File: config.mk
export PLATFORM = sky130hd
export DESIGN_NAME = mem_rd_arbiter
export DESIGN_NICKNAME = d
export VERILOG_FILES = /design/src/rtl/mem_rd_arbiter.sv
export SDC_FILE = /design/constraint.sdc
export NUM_CORES = 1
export LEC_CHECK = 0
export BUFFER_PORTS_ARGS = -buffer_cell sky130_fd_sc_hd__buf_2
export CAP_MARGIN = 10
export CORE_AREA = 4 4 145 147
export CTS_CLUSTER_SIZE = 14
export DETAILED_ROUTE_END_ITERATION = 16
export DIE_AREA = 0 0 149 151
export PLACE_DENSITY_LB_ADDON = 0.15
export SYNTH_ARGS = -nofsm -noshare
export SYNTH_HDL_FRONTEND = slang
export SYNTH_SLANG_ARGS = --single-unit
export TNS_END_PERCENT = 20
File: constraint.sdc
create_clock -name clk -period 3.7 [get_ports clk]
set_clock_uncertainty 0.05 [all_clocks]
set_input_delay 0.37 -clock clk [delete_from_list [all_inputs] [get_ports clk]]
set_output_delay 0.37 -clock clk [all_outputs]
set_load 0.05 [all_outputs]
File: src/rtl/mem_rd_arbiter.sv
// Round-robin arbiter that shares one AXI read port between the icache and dcache fill paths.
// AR issues 1 cycle after a request in IDLE; R beats steer combinationally; rready only in DATA, arvalid held until arready.
module mem_rd_arbiter #(
    parameter int ID_WIDTH   = 13,
    parameter int ADDR_WIDTH = 64,
    parameter int DATA_WIDTH = 64,
    parameter int BURST_LEN  = 8
) (
    input  logic                  clk,
    input  logic                  reset,
    input  logic                  ic_req_valid,
    input  logic [ADDR_WIDTH-1:0] ic_req_addr,
    output logic                  ic_req_ready,
    output logic                  ic_rvalid,
    output logic                  ic_rlast,
    input  logic                  dc_req_valid,
    input  logic [ADDR_WIDTH-1:0] dc_req_addr,
    output logic                  dc_req_ready,
    output logic                  dc_rvalid,
    output logic                  dc_rlast,
    output logic [DATA_WIDTH-1:0] rdata,
    output logic [ID_WIDTH-1:0]   m_axi_arid,
    output logic [ADDR_WIDTH-1:0] m_axi_araddr,
    output logic [7:0]            m_axi_arlen,
    output logic [2:0]            m_axi_arsize,
    output logic [1:0]            m_axi_arburst,
    output logic                  m_axi_arvalid,
    input  logic                  m_axi_arready,
    input  logic [ID_WIDTH-1:0]   m_axi_rid,
    input  logic [DATA_WIDTH-1:0] m_axi_rdata,
    input  logic [1:0]            m_axi_rresp,
    input  logic                  m_axi_rlast,
    input  logic                  m_axi_rvalid,
    output logic                  m_axi_rready,
    output logic                  bus_err
);

    localparam int                CNT_W     = $clog2(BURST_LEN + 1);
    localparam logic [CNT_W-1:0]  LAST_BEAT = CNT_W'(BURST_LEN - 1);
    localparam logic [CNT_W-1:0]  CNT_MAX   = CNT_W'(BURST_LEN);

    typedef enum logic [1:0] {IDLE, ADDR, DATA} state_t;

    state_t                 state, state_nxt;
    logic                   grant, grant_nxt;   // 0 = icache, 1 = dcache
    logic                   last_grant;
    logic [ADDR_WIDTH-1:0]  araddr_q;
    logic [CNT_W-1:0]       beat_cnt;
    logic                   bus_err_q;
    logic                   beat;
    logic                   beat_err;

    assign m_axi_arid    = ID_WIDTH'(grant);
    assign m_axi_araddr  = araddr_q;
    assign m_axi_arlen   = 8'(BURST_LEN - 1);
    assign m_axi_arsize  = 3'($clog2(DATA_WIDTH / 8));
    assign m_axi_arburst = 2'b01;
    assign rdata         = m_axi_rdata;
    assign bus_err       = bus_err_q;

    always_comb begin
        state_nxt     = state;
        grant_nxt     = grant;
        m_axi_arvalid = 1'b0;
        m_axi_rready  = 1'b0;
        ic_req_ready  = 1'b0;
        dc_req_ready  = 1'b0;
        ic_rvalid     = 1'b0;
        dc_rvalid     = 1'b0;
        ic_rlast      = 1'b0;
        dc_rlast      = 1'b0;
        beat          = 1'b0;
        beat_err      = 1'b0;
        case (state)
            IDLE: begin
                if (ic_req_valid || dc_req_valid) begin
                    // On a tie the requester not served last wins.
                    grant_nxt = (ic_req_valid && dc_req_valid) ? ~last_grant : dc_req_valid;
                    state_nxt = ADDR;
                end
            end
            ADDR: begin
                m_axi_arvalid = 1'b1;
                if (m_axi_arready) begin
                    ic_req_ready = ~grant;
                    dc_req_ready = grant;
                    state_nxt    = DATA;
                end
            end
            DATA: begin
                m_axi_rready = 1'b1;
                beat         = m_axi_rvalid;
                ic_rvalid    = beat & ~grant;
                dc_rvalid    = beat & grant;
                ic_rlast     = beat & m_axi_rlast & ~grant;
                dc_rlast     = beat & m_axi_rlast & grant;
                // A beat at LAST_BEAT without rlast means the burst overran its length.
                beat_err     = beat & ((m_axi_rresp != 2'b00) || (m_axi_rid != m_axi_arid) ||
                                       (m_axi_rlast && beat_cnt != LAST_BEAT) ||
                                       (!m_axi_rlast && beat_cnt >= LAST_BEAT));
                if (beat && m_axi_rlast) begin
                    state_nxt = IDLE;
                end
            end
            default: state_nxt = IDLE;
        endcase
    end

    always_ff @(posedge clk) begin
        if (!reset) begin
            state      <= IDLE;
            grant      <= 1'b0;
            last_grant <= 1'b0;
            araddr_q   <= '0;
            beat_cnt   <= '0;
            bus_err_q  <= 1'b0;
        end else begin
            state <= state_nxt;
            grant <= grant_nxt;
            if (state == IDLE && (ic_req_valid || dc_req_valid)) begin
                araddr_q <= grant_nxt ? dc_req_addr : ic_req_addr;
            end
            if (state == ADDR && m_axi_arready) begin
                last_grant <= grant;
                beat_cnt   <= '0;
            end else if (beat && beat_cnt != CNT_MAX) begin
                beat_cnt <= beat_cnt + 1'b1;
            end
            if (beat_err) begin
                bus_err_q <= 1'b1;
            end
        end
    end

endmodule

==> flow_summary.yaml <==
finish:
  fillers: 2196
  area_delta_synth_final_pct: 18.47
  fin_nets: 868
  num_antenna_cells: 0
  post-route-util: 0.2890
  drive_gt1_frac: 0.4717
clock_network:
  numCtsBuffers: 9
  clk_pin_slew_ps: 50
  cts-root-buf: "clkbuf_16"
  cts_setup_buffers: 0
  htree_levels: 3
  cts_tree: "built"
  numClockSinks: 73
  cts_hold_buf: 0
  insertion_delay_ps: 330
  cts_buffer_depth: 2
  cts_resized: 0
floorplan:
  initial_core_util: 0.2439
  core_um2: 19910
  num_io_pins: 377
  placement_rows: 52
  die_x_um: 149
  dieArea_um2: 22500
  die_h_um: 151
synth:
  yosys.area_share.adder: 0.005153
  synth_cell_types: 34
  synth_seq_cells: 73
  synth_compound_area_frac: 0.3435
  synth_xor_area_frac: 0.001804
  post-synth-top-area-cell: "dfxtp_1"
  yosysTopAreaCellShare: 0.3010
  synth_top_family_by_area: "compound AO/OA/AOI/OAI gates"
  muxShareOfSynthArea: 0.002061
  synthSimpleGateAreaFrac: 0.1412
  yosys_warnings: 0
  seq_area_frac_synth: 0.3010
  syn_avg_cell_area_um2: 9.043
  netlist_instances: 537
  ys_top_cells_by_area: "dfxtp_1 (30%), a311oi_2 (19%), buf_4 (14%)"
  syn_area_um2: 4856
run:
  max_cap_viol_count: 0
timing:
  grt_setup_unrepaired: "false"
  worstMarginPinSlew_ps: 1132
  hold_viol: 0
  min_period_over_period: 0.6023
  slew-limit-headroom: 0.2442
  max_freq_ghz: 0.4487
  setup_viol: 0
  period_needed_ps: 2229
  slew_viol_final: 0
  holdWs_ps: 236.9
  tns_ps: 0
global_routing:
  grt-ovfl-total: 0
  grt_max_degree: 129
  antenna_found_initial: 0
  grt_pass1_vias: 4511
  grt_usage: 0.1356
  grt_pass1_wl_um: 24410
setup_path:
  path_class: "in -> reg"
  crit_cells: 4
  r2r_start: "state[0]"
  worstSetupEndpointType: "register"
  cp_num_buf_inv: 1
  start_kind: "primary input"
  cp_slowest_stage_delay_ps: 890
  worstPathMaxFanout: 64
  slowest_stage: "and2_4"
  critPathTopFamily: "simple AND/OR/NAND/NOR gates"
  r2r_cells: 3
  r2r_slack_ps: 1770
  r2r_end: "m_axi_araddr[27]"
  worst_ep_required_time_ps: 3800
  cp.arrival_ps: 2330
  path_cells: "buf_2, or2_2, and2_4, a311oi_2"
power_and_ir_drop:
  power_density_nw_per_um2: 466.8
  p_switching_mw: 1.062
  p_int_mw: 1.623
  ir_drop_mv: 0.1815
  p_sw_frac: 0.3956
  p_leak_nw: 2.345
  seq_power_share: 0.345
  total_power_mw: 2.686
  p_clk_frac: 0.296
  combPwrFrac: 0.359
placed_design:
  io_buffer_count: 223
  gp_congestion: 0.7408
  hpwl_um: 10570
hold_path:
  hold_class: "in -> reg"
  hold_start: "m_axi_arready"
  min_delay_worst_endpoint: "state[0]"
  hold_depth: 2
route:
  routed_wirelength_um: 16120
  via_count: 4433
  vias_per_cell: 4.803
  drt_iter0_markers: 146
  drtAntennaViolNets: 0
  wire_per_inst_um: 17.46
  drc: 0
  first_pass_iters: 4
outcome:
  status: "finished clean"
-- metal layers --
| metal | up-vias | wire length [um] | part of all wire | GRT usage |
|---|---|---|---|---|
| met5 | - | 0 | 0 | 0 |
| met4 | 0 | 245 | 0.015 | 0.04851 |
| met3 | 27 | 1122 | 0.070 | 0.03291 |
| met2 | 191 | 7607 | 0.47 | 0.2247 |
| met1 | 2106 | 7140 | 0.44 | 0.1721 |
| li1 | 2109 | - | - | - |
-- Yosys cell counts, drive strengths merged --
master,count
conb,2
o21ai,68
or4,1
nor2,7
dfxtp,73
inv,6
clkbuf,34
nor4,4
a21oi,71
a2111oi,1
and3,3
or2,1
mux2i,1
nand3,4
nand2,4
ha,2
nor2b,3
o211ai,1
xnor2,1
and3b,2
and2,1
or3,1
o41ai,1
a311oi,64
o221a,1
nand3b,67
buf,113
-- how the worst max path moves through the flow --
stage / startpoint / to / slack, ps
final: ic_req_valid / m_axi_araddr[27] / 1470
after floorplan: state[1] / dc_req_ready / 1990
after detailed placement: ic_req_valid / m_axi_araddr[27] / 1120
after global placement: ic_req_valid / m_axi_araddr[37] / 1160
after global routing: ic_req_valid / m_axi_araddr[61] / 1330
after CTS: ic_req_valid / m_axi_araddr[27] / 1480
-- kinds of logic after synthesis --
group | after synthesis
AOI/OAI and AO/OA | 207
buffers and inverters | 153
and+or+nand+nor | 98
DFF | 73
adders and majority gates | 2
other | 2
xor gates and xnor gates | 1
muxes | 1
-- state kept, by name (all words and copies together) (netlist names) --
register / flops
beat_cnt: 4
bus_err: 1
grant: 1
last_grant: 1
m_axi_araddr: 64
state: 2
-- cell usage in the layout (no fill, tap or decap), types with 3 or more instances in the layout --
master	count
inv_1	4
a311oi_2	60
a21oi_1	71
and3_1	3
o21ai_0	63
conb_1	25
clkbuf_16	9
nand3b_1	66
o21ai_1	5
nor2_1	6
buf_4	4
nand3_1	4
buf_2	223
dfxtp_1	73
a311oi_1	4
nand2_1	4
nor4_1	4
-- power by group through the flow --
stage          clock network, mW  logic (mW)  registers [mW]
6_report                   0.795       0.963           0.928
5_1_grt                    0.864        1.03           0.940
4_1_cts                    0.841       0.972           0.929
3_5_place_dp                   0       0.973           0.944
3_3_place_gp                   0       0.963           0.945
2_1_floorplan                  0       0.658            1.23
-- worst reg2reg max path: cells and delay by family (launching register included) --
kind,cells,cell delay (ps)
AO/OA/AOI/OAI,1,250
flip-flops,1,400
AND/OR/NAND/NOR,2,1040
-- per-stage QoR --
stage / setup WS, ps / cells / area [um^2]
2_1_floorplan: 1988 / 560 / 4942
3_3_place_gp: 1155 / 911 / 5495
3_5_place_dp: 1117 / 911 / 5495
4_1_cts: 1480 / 923 / 5753
5_1_grt: 1332 / 923 / 5753
6_report: 1471 / 923 / 5753
-- area by class of cell --
cell class	count	area, um^2	share of cell area
multi-input cells	334	2506	0.4356
clock inverters	1	5.005	0.0008699
repair buffers	228	1166	0.2027
inverters	6	23.77	0.004132
flip-flops and latches	73	1461	0.2540
well taps	270	337.8	0.05872
clock buffers	11	252.7	0.04393
(Power assumes the default switching activity.)
